--- src/rtl/pq_deq_if.sv ---
// Dequeue-side bundle: requester handshake plus the BRAM read/write ports
// the controller owns while busy.
interface pq_deq_if #(
  parameter int DATA_W = 16,
  parameter int ADDR_W = 6
);
  logic              deq_req;
  logic              deq_ready;
  logic [ADDR_W:0]   q_count;
  logic              deq_valid;
  logic [DATA_W-1:0] deq_data;
  logic              deq_empty;
  logic              deq_done;
  logic              busy;
  logic              ram_rd_en;
  logic [ADDR_W-1:0] ram_rd_addr;
  logic [DATA_W-1:0] ram_rd_data;
  logic              ram_wr_en;
  logic [ADDR_W-1:0] ram_wr_addr;
  logic [DATA_W-1:0] ram_wr_data;

  // master: requester / BRAM side
  modport master (
    output deq_req, q_count, ram_rd_data,
    input  deq_ready, deq_valid, deq_data, deq_empty, deq_done, busy,
           ram_rd_en, ram_rd_addr, ram_wr_en, ram_wr_addr, ram_wr_data
  );

  // slave: dequeue controller
  modport slave (
    input  deq_req, q_count, ram_rd_data,
    output deq_ready, deq_valid, deq_data, deq_empty, deq_done, busy,
           ram_rd_en, ram_rd_addr, ram_wr_en, ram_wr_addr, ram_wr_data
  );
endinterface

--- src/rtl/pq_dequeue_ctrl.sv ---
// Sorted-queue dequeue: read head, return it, shift 1..n-1 down, write SENTINEL
// at the tail. States: IDLE wait, HEAD return head, SHIFT move down, FLUSH tail.
module pq_dequeue_ctrl #(
  parameter int                DATA_W   = 16,
  parameter int                DEPTH    = 64,
  parameter int                ADDR_W   = $clog2(DEPTH),
  parameter logic [DATA_W-1:0] SENTINEL = {DATA_W{1'b1}}
) (
  input logic     clk,
  input logic     rst,
  pq_deq_if.slave bus
);

  localparam int CW = ADDR_W + 1;

  typedef enum logic [1:0] {
    IDLE  = 2'd0,
    HEAD  = 2'd1,
    SHIFT = 2'd2,
    FLUSH = 2'd3
  } state_t;

  state_t            state_q, state_d;
  logic [CW-1:0]     n_q, n_d;
  logic [CW-1:0]     j_q, j_d;
  logic              deq_valid_q, deq_valid_d;
  logic [DATA_W-1:0] deq_data_q, deq_data_d;
  logic              deq_empty_q, deq_empty_d;

  logic              deq_ready;
  logic              accept;
  logic [CW-1:0]     j_inc;
  logic              rd_en;
  logic [ADDR_W-1:0] rd_addr;
  logic              wr_en;
  logic [ADDR_W-1:0] wr_addr;
  logic [DATA_W-1:0] wr_data;

  assign deq_ready = (state_q == IDLE) && !rst;
  assign accept    = bus.deq_req && deq_ready;
  // j is one bit wider than an address so j+1 can reach DEPTH without wrapping
  assign j_inc     = j_q + CW'(1);

  always_comb begin
    state_d     = state_q;
    n_d         = n_q;
    j_d         = j_q;
    deq_valid_d = 1'b0;
    deq_data_d  = deq_data_q;
    deq_empty_d = 1'b0;
    rd_en       = 1'b0;
    rd_addr     = '0;
    wr_en       = 1'b0;
    wr_addr     = '0;
    wr_data     = '0;

    case (state_q)
      IDLE: begin
        if (accept) begin
          if (bus.q_count != '0) begin
            rd_en   = 1'b1;
            rd_addr = '0;
            n_d     = bus.q_count;
            j_d     = CW'(1);
            state_d = HEAD;
          end else begin
            deq_empty_d = 1'b1;
          end
        end
      end

      HEAD: begin
        deq_data_d  = bus.ram_rd_data;
        deq_valid_d = 1'b1;
        if (n_q > CW'(1)) begin
          rd_en   = 1'b1;
          rd_addr = ADDR_W'(1);
          state_d = SHIFT;
        end else begin
          state_d = FLUSH;
        end
      end

      SHIFT: begin
        // entry j arrives now; it lands one slot lower while j+1 is fetched
        wr_en   = 1'b1;
        wr_addr = j_q[ADDR_W-1:0] - ADDR_W'(1);
        wr_data = bus.ram_rd_data;
        if (j_inc < n_q) begin
          rd_en   = 1'b1;
          rd_addr = j_inc[ADDR_W-1:0];
          j_d     = j_inc;
        end else begin
          state_d = FLUSH;
        end
      end

      FLUSH: begin
        wr_en   = 1'b1;
        wr_addr = n_q[ADDR_W-1:0] - ADDR_W'(1);
        wr_data = SENTINEL;
        state_d = IDLE;
      end

      default: state_d = IDLE;
    endcase
  end

  always_ff @(posedge clk) begin
    if (rst) begin
      state_q     <= IDLE;
      n_q         <= '0;
      j_q         <= '0;
      deq_valid_q <= 1'b0;
      deq_data_q  <= '0;
      deq_empty_q <= 1'b0;
    end else begin
      state_q     <= state_d;
      n_q         <= n_d;
      j_q         <= j_d;
      deq_valid_q <= deq_valid_d;
      deq_data_q  <= deq_data_d;
      deq_empty_q <= deq_empty_d;
    end
  end

  assign bus.deq_ready   = deq_ready;
  assign bus.deq_valid   = deq_valid_q;
  assign bus.deq_data    = deq_data_q;
  assign bus.deq_empty   = deq_empty_q;
  assign bus.deq_done    = (state_q == FLUSH);
  assign bus.busy        = (state_q != IDLE);
  assign bus.ram_rd_en   = rd_en;
  assign bus.ram_rd_addr = rd_addr;
  assign bus.ram_wr_en   = wr_en;
  assign bus.ram_wr_addr = wr_addr;
  assign bus.ram_wr_data = wr_data;

endmodule

--- src/flat_wrapper.sv ---
// flat-port wrapper written by rule: the top's interface ports become plain ports
module pq_dequeue_ctrl_flat 
#(
  parameter int                DATA_W   = 16,
  parameter int                DEPTH    = 64,
  parameter int                ADDR_W   = $clog2(DEPTH),
  parameter logic [DATA_W-1:0] SENTINEL = {DATA_W{1'b1}}
)
  (clk, rst, bus_deq_req, bus_q_count, bus_ram_rd_data, bus_deq_ready, bus_deq_valid, bus_deq_data, bus_deq_empty, bus_deq_done, bus_busy, bus_ram_rd_en, bus_ram_rd_addr, bus_ram_wr_en, bus_ram_wr_addr, bus_ram_wr_data);
  pq_deq_if #(.DATA_W(DATA_W), .ADDR_W(ADDR_W)) bus_i ();
  input logic clk;
  input logic rst;
  input wire logic [$bits(bus_i.deq_req)-1:0] bus_deq_req;
  input wire logic [$bits(bus_i.q_count)-1:0] bus_q_count;
  input wire logic [$bits(bus_i.ram_rd_data)-1:0] bus_ram_rd_data;
  output wire logic [$bits(bus_i.deq_ready)-1:0] bus_deq_ready;
  output wire logic [$bits(bus_i.deq_valid)-1:0] bus_deq_valid;
  output wire logic [$bits(bus_i.deq_data)-1:0] bus_deq_data;
  output wire logic [$bits(bus_i.deq_empty)-1:0] bus_deq_empty;
  output wire logic [$bits(bus_i.deq_done)-1:0] bus_deq_done;
  output wire logic [$bits(bus_i.busy)-1:0] bus_busy;
  output wire logic [$bits(bus_i.ram_rd_en)-1:0] bus_ram_rd_en;
  output wire logic [$bits(bus_i.ram_rd_addr)-1:0] bus_ram_rd_addr;
  output wire logic [$bits(bus_i.ram_wr_en)-1:0] bus_ram_wr_en;
  output wire logic [$bits(bus_i.ram_wr_addr)-1:0] bus_ram_wr_addr;
  output wire logic [$bits(bus_i.ram_wr_data)-1:0] bus_ram_wr_data;
  assign bus_i.deq_req = bus_deq_req;
  assign bus_i.q_count = bus_q_count;
  assign bus_i.ram_rd_data = bus_ram_rd_data;
  assign bus_deq_ready = bus_i.deq_ready;
  assign bus_deq_valid = bus_i.deq_valid;
  assign bus_deq_data = bus_i.deq_data;
  assign bus_deq_empty = bus_i.deq_empty;
  assign bus_deq_done = bus_i.deq_done;
  assign bus_busy = bus_i.busy;
  assign bus_ram_rd_en = bus_i.ram_rd_en;
  assign bus_ram_rd_addr = bus_i.ram_rd_addr;
  assign bus_ram_wr_en = bus_i.ram_wr_en;
  assign bus_ram_wr_addr = bus_i.ram_wr_addr;
  assign bus_ram_wr_data = bus_i.ram_wr_data;
  pq_dequeue_ctrl #(.DATA_W(DATA_W), .DEPTH(DEPTH), .ADDR_W(ADDR_W), .SENTINEL(SENTINEL)) u_core (.clk(clk), .rst(rst), .bus(bus_i));
endmodule
--- config.mk ---
export PLATFORM = sky130hd
export DESIGN_NAME = pq_dequeue_ctrl_flat
export DESIGN_NICKNAME = d
export VERILOG_FILES = /design/src/rtl/pq_deq_if.sv /design/src/rtl/pq_dequeue_ctrl.sv /design/src/flat_wrapper.sv
export SDC_FILE = /design/constraint.sdc
export NUM_CORES = 1
export LEC_CHECK = 0
export BUFFER_PORTS_ARGS = -buffer_cell sky130_fd_sc_hd__buf_2
export CAP_MARGIN = 15
export CORE_UTILIZATION = 35
export DETAILED_ROUTE_END_ITERATION = 6
export PLACE_DENSITY_LB_ADDON = 0.08
export REMOVE_ABC_BUFFERS = 1
export SETUP_SLACK_MARGIN = 0.2
export SYNTH_ARGS = -nofsm -noshare
export SYNTH_HDL_FRONTEND = slang
export SYNTH_SLANG_ARGS = --single-unit
--- constraint.sdc ---
create_clock -name clk -period 2.4 [get_ports clk]
set_input_delay 0 -clock clk [delete_from_list [all_inputs] [get_ports clk]]
set_output_delay 0 -clock clk [all_outputs]
set_load 0.05 [all_outputs]
---- Yosys cells after proc, flatten, opt, wreduce, memory -nomap -nowiden ----
Index checks and enable logic that the tools add are counted.
cells by class
  add/subtract/negate cells ............... 3
  magnitude comparators ................... 2
  eq/ne operators ......................... 7
  muxes and demuxes ....................... 22
  bitwise operators ....................... 2
  reduce and logical (&&, ||, !) cells .... 12
operators with widths
  cell                                                   count
  case mux 16 bit (2 select lines)                       1
  case mux 6 bit (2 select lines)                        2
  two-way mux 7 bit                                      3
  case mux 7 bit (2 select lines)                        1
  subtractor 6 x 1 -> 6 bit, second input constant       2
  two-way mux 1 bit                                      9
  case mux 2 bit (4 select lines)                        1
  adder 7 x 1 -> 7 bit, second input constant            1
  > comparator 7 x 1 -> 1 bit, second input constant     1
  < comparator 7 bit                                     1
  nonzero test 7 bit                                     1
  two-way mux 2 bit                                      3
  two-way mux 6 bit                                      1
  AND reduction 3 bit                                    2
  == test 2 bit, second input constant                   2
  inequality test 2 x 1 -> 1 bit, second input constant  2
  inequality test 2 bit, second input constant           2
  AND reduction 4 bit                                    1
  nonzero test 2 bit                                     2
  case mux 1 bit (3 select lines)                        1
  OR reduction 3 bit                                     1
  == test 2 x 1 -> 1 bit, second input constant          1
  logical AND 1 bit                                      2
  logical NOT 2 bit                                      1
  3 further kinds                                        4
word-level totals
  register bits after elaboration ......... 34
  bits of input ports ..................... 26
  output and inout port bits .............. 51
  logic and storage cells ................. 54

---- Logic depth before layout (Yosys ltp) ----
  depth in word-level cells ............... 5
  mapped depth ............................ 11
  depth with buffers taken out ............ 10

---- Least setup slack after synthesis ----
Ideal clock, no wire load.
  path kind ............................... flip-flop to output port
  from .................................... reg u_core.state_q[0]
  to ...................................... out bus_ram_rd_en
  arrival ................................. 2.841 ns
  data required time ...................... 2.400 ns
  slack ................................... -0.441 ns
  cell stages (with the launch flop) ...... 9
  path buffers ............................ 1
  path through ............................ dfxtp_1 inv_1 ha_1 nor2b_1 nand2_1 nor2b_4 buf_6 inv_2 a31oi_1
between the ends
  word-level cells in the longest chain between the ends .. 5
  elaborated cells between the ends (all ways) .. 7
  those cells by class .................... eq/ne (2); mux (2); reduce/logical (3)
RTL lines
  element                          RTL line                source
  start: declaration               pq_dequeue_ctrl.sv:23   state_t state_q, state_d;
  start signal: assignment         pq_dequeue_ctrl.sv:118  state_q <= state_d;
  logical NOT 2 bit                pq_dequeue_ctrl.sv:39   assign deq_ready = (state_q == IDLE) && !rst;
  logical AND 1 bit                pq_dequeue_ctrl.sv:39
  net bus_deq_ready                flat_wrapper.sv:16      output wire logic [$bits(bus_i.deq_ready)-1:0] bus_deq_ready;
  logical AND 1 bit                pq_dequeue_ctrl.sv:40   assign accept = bus.deq_req && deq_ready;
  two-way mux 1 bit                pq_dequeue_ctrl.sv:59   if (accept) begin
  case mux 1 bit (3 select lines)  pq_dequeue_ctrl.sv:57   case (state_q)
  end: declaration                 flat_wrapper.sv:22      output wire logic [$bits(bus_i.ram_rd_en)-1:0] bus_ram_rd_en;
The timed path passes the listed nets, and every way through them passes these cells.

---- Worst setup path after layout ----
  from .................................... reg u_core.j_q[0]
  to ...................................... out bus_ram_rd_addr[0]
between the ends
  word-level cells in the longest chain between the ends .. 4
RTL lines
  element                              RTL line                source
  start: declaration                   pq_dequeue_ctrl.sv:25   logic [CW-1:0] j_q, j_d;
  start signal: assignment             pq_dequeue_ctrl.sv:120  j_q <= j_d;
  adder 7 x 1 -> 7 bit (*)             pq_dequeue_ctrl.sv:42   assign j_inc = j_q + CW'(1);
  < comparator 7 bit                   pq_dequeue_ctrl.sv:89   if (j_inc < n_q) begin
  two-way mux 6 bit (*)                pq_dequeue_ctrl.sv:89
  case mux 6 bit (2 select lines) (*)  pq_dequeue_ctrl.sv:57
  end: declaration                     flat_wrapper.sv:23      output wire logic [$bits(bus_i.ram_rd_addr)-1:0] bus_ram_rd_addr;
Mark *: on every way between the ends. The rest lies on a longest branch, timed or not.

==> results.md <==
- First-pass GRT wire length: 9.887 mm
- DRC: 0
- Status: complete, but fails checks
- Die Width: 79.18 µm
- Post-DP Area: between 2000 and 3000 µm²
- I/O pin count: 77
- GRT Overall Usage: 0.2030
- Worst-path cell chain: ha_4, xor2_1, ha_1, a21oi_1, o21ai_1, a21o_1, buf_6, o21ai_1, and2_1, buf_6
- Cts bufs inserted: 5
- Failing checks: negative setup slack
- Yosys warning count: 0
- Critical path class: register to output pin
- Layout area overhead: 59.54%
- Routed Antenna Nets: 0
- Power share of the clock group: 0.197
- Slowest cell on crit path: dfxtp_2
- CTS max path bufs: 2
- Die height: 79.18 µm
- Slew @ Worst Pin: approximately 0.34 ns
- Via density: 4.904
- Clk pin slew, worst setup/hold paths: 0.07 ns
- CP Capture Point: bus_ram_rd_addr[0]
- R2R setup slack: 0.04 ns
- Tcrit/Tclk final: 1.011
- CP startpoint kind: register
- # setup viols final: 1
- Seq cells post-synth: 34
- Post-Synthesis Cells: 247
- Worst skew pair latency: around 0.29 ns
- Final setup margin: -0.02748 ns
- Vias: 2,153
- Final GP Congestion: ~0.8
- Sw Share: 0.4825
- Cell variety after synth: 41
- Initial antenna violation count: 0
- Nets: roughly 410
- Max Cap Viol: 0
- Hpwl dp: 4.203 mm
- Hold Crit Class: primary input to register
- Rel. slew slack: 0.7745
- Final Hold Viols: 0
- Diodes inserted: 0
- Layout Cell Area excl Fill: 3326 µm²
- Reg-to-Reg End: u_core.j_q[0]
- Top cell type's share of synthesized area: 0.3265
- Net Switching: 0.001631 W
- Die Area: roughly 6300 µm²
- Largest cells by area after synthesis: dfxtp_1 33%, mux2i_1 14%, ha_1 7.8%
- Register area: 693.2 µm²
- R2R Path Start: u_core.j_q[0]
- Leak: between 1.5 and 2 nW
- Total congestion overflow: 0
- H-tree depth: 2
- Hold path depth: 3
- Clock Tree Root: clkbuf_8
- Cell internal pwr: 0.001749 W
- Wirelength per Cell: around 14 µm
- CP required: 2.40 ns
- Clk_skew: 0.004586 ns
- Top Family by Delay on Critical Path: compound AO/OA/AOI/OAI gates
- Max IR drop VDD: roughly 530 µV
- Row count: 27
- Initial DRC count: between 150 and 200
- Largest net degree at the start of global routing: 28
- Fin crit period: 2.427 ns
- CP Depth: 10
- Max-slew violation count: 0
- Core Footprint: approximately 5600 µm²
- RSZ-0062 raised after global routing: true
- Top cell type by total area after synthesis: dfxtp_1
- Most common cell after layout, fill and taps aside: buf_2
- Maximum fanout along the worst path: 4
- Most frequent cells in the layout: 67 x buf_2, 36 x nor2_1, 32 x buf_4
- Synth Cell Area: about 2100 µm²
- Synth Area per Inst: 8.439 µm²
- CP Data Arrival Time: about 2.4 ns
- Area of the multi-input gates: 1474 µm²
- Share of layout cells above drive strength 1: 0.4033
- Post-Route WL: 6.027 mm
- Worst setup EP type: output pin
- Async SR Flop Fraction: 0
- R2R depth: 10
- # fillers: about 530
- Worst Setup SP: u_core.j_q[0]
- Vias in the first global route: 2,102
- Post-synth EDFFs: 0
- P per Cell Area: 1016 nW/µm²
- WP buf/inv: 2
- CTS Sinks: 34
- Max Fclk: 412.0 MHz
- Fin Setup TNS: -0.02748 ns
- Hold WS: 0.04066 ns
- Comb power frac: 0.586
- Port-buffer cells: 76
- Initial Utilization: 0.3717
- Sequential Power Share: 0.217
- Post-synthesis sequential area ratio: 0.3265
- CTS tree: built
- Post-layout util: 0.5930
- Ys flop type: dfxtp_1
- Drt first pass iters: 4
- CP peak stage delay: between 0.3 and 0.4 ns
through the flow:
step,setup WS (ns),std cells,power (W)
6_report,-0.02748,439,0.003379
5_1_grt,-0.1606,439,0.003568
4_1_cts,-0.02338,439,0.003382
3_5_place_dp,0.01749,404,0.002585
3_3_place_gp,0.01296,404,0.002580
2_1_floorplan,-0.9125,233,0.002125
power groups by stage:
| stage | registers (W) | clock network [W] | logic [W] |
|---|---|---|---|
| floorplan | 0.000959 | 0 | 0.00117 |
| global placement | 0.000733 | 0 | 0.00185 |
| detailed placement | 0.000733 | 0 | 0.00185 |
| CTS | 0.000728 | 0.000682 | 0.00197 |
| global route | 0.000748 | 0.000705 | 0.00212 |
| finish | 0.000733 | 0.000664 | 0.00198 |
layer usage:
layer	GRT usage	up-vias	share of wire
met2	0.3491	68	0.47
li1	-	1088	-
met3	0.04368	2	0.058
met1	0.2601	995	0.47
met5	0	-	0
met4	0.03818	0	0.0012
worst min-delay path, cell delays in order:
cell and delay [ns]:
buf_2 0.12, nand2_1 0.11, nor2_1 0.05
sequential cells by signal, summed over array words and instances, names as in the netlist:
name,flops
u_core.bus.deq_empty,1
u_core.bus.deq_data,16
u_core.n_q,7
u_core.j_q,7
u_core.bus.deq_valid,1
u_core.state_q,2
timing repair:
action | in CTS | in global routing
pin swaps | 14 | 10
setup buffers | 4 | 0
gates cloned | 0 | 0
hold buffers | 23 | 0
endpoints found under the setup margin | 19 | 19
resized for setup | 41 | 14
endpoints found under the hold margin | 23 | 0
cell usage after synthesis (all sizes together), types with 5 or more instances:
cell type  instances
ha                13
a21oi              9
mux2i             29
o21ai              5
inv               20
xnor2              6
nand2             12
a21o              17
nand3              8
nor2              37
dfxtp             34
nor2b              5
clkbuf            11
area by class of cell:
class,instances,area share
multi-input cells,179,0.4432
repair buffers,126,0.2558
flip-flops and latches,34,0.2084
well taps,72,0.02709
clock buffers,6,0.02483
inverters,20,0.02257
clock inverters,2,0.01806
worst min-delay path by stage:
stage	to	from	slack, ns
after CTS	u_core.bus.deq_empty	bus_deq_req	0.03
after global placement	u_core.bus.deq_data[11]	bus_ram_rd_data[11]	0.25
final	u_core.bus.deq_empty	bus_deq_req	0.04
after detailed placement	u_core.bus.deq_data[7]	bus_ram_rd_data[7]	0.26
after global routing	u_core.bus.deq_empty	bus_deq_req	0.06
after floorplan	u_core.j_q[2]	rst	0.07
cells by family (layout without fill, tap and decap cells):
group / after synthesis / after routing / synth area share
buf+inv: 34 / 154 / 0.06483
flops: 34 / 34 / 0.3265
fa+ha+maj: 13 / 13 / 0.07803
mux: 29 / 29 / 0.1393
simple gates: 78 / 78 / 0.1801
compound gates: 49 / 49 / 0.1693
xor+xnor: 10 / 10 / 0.04201
Note: power is estimated with default switching activity, not from simulation.
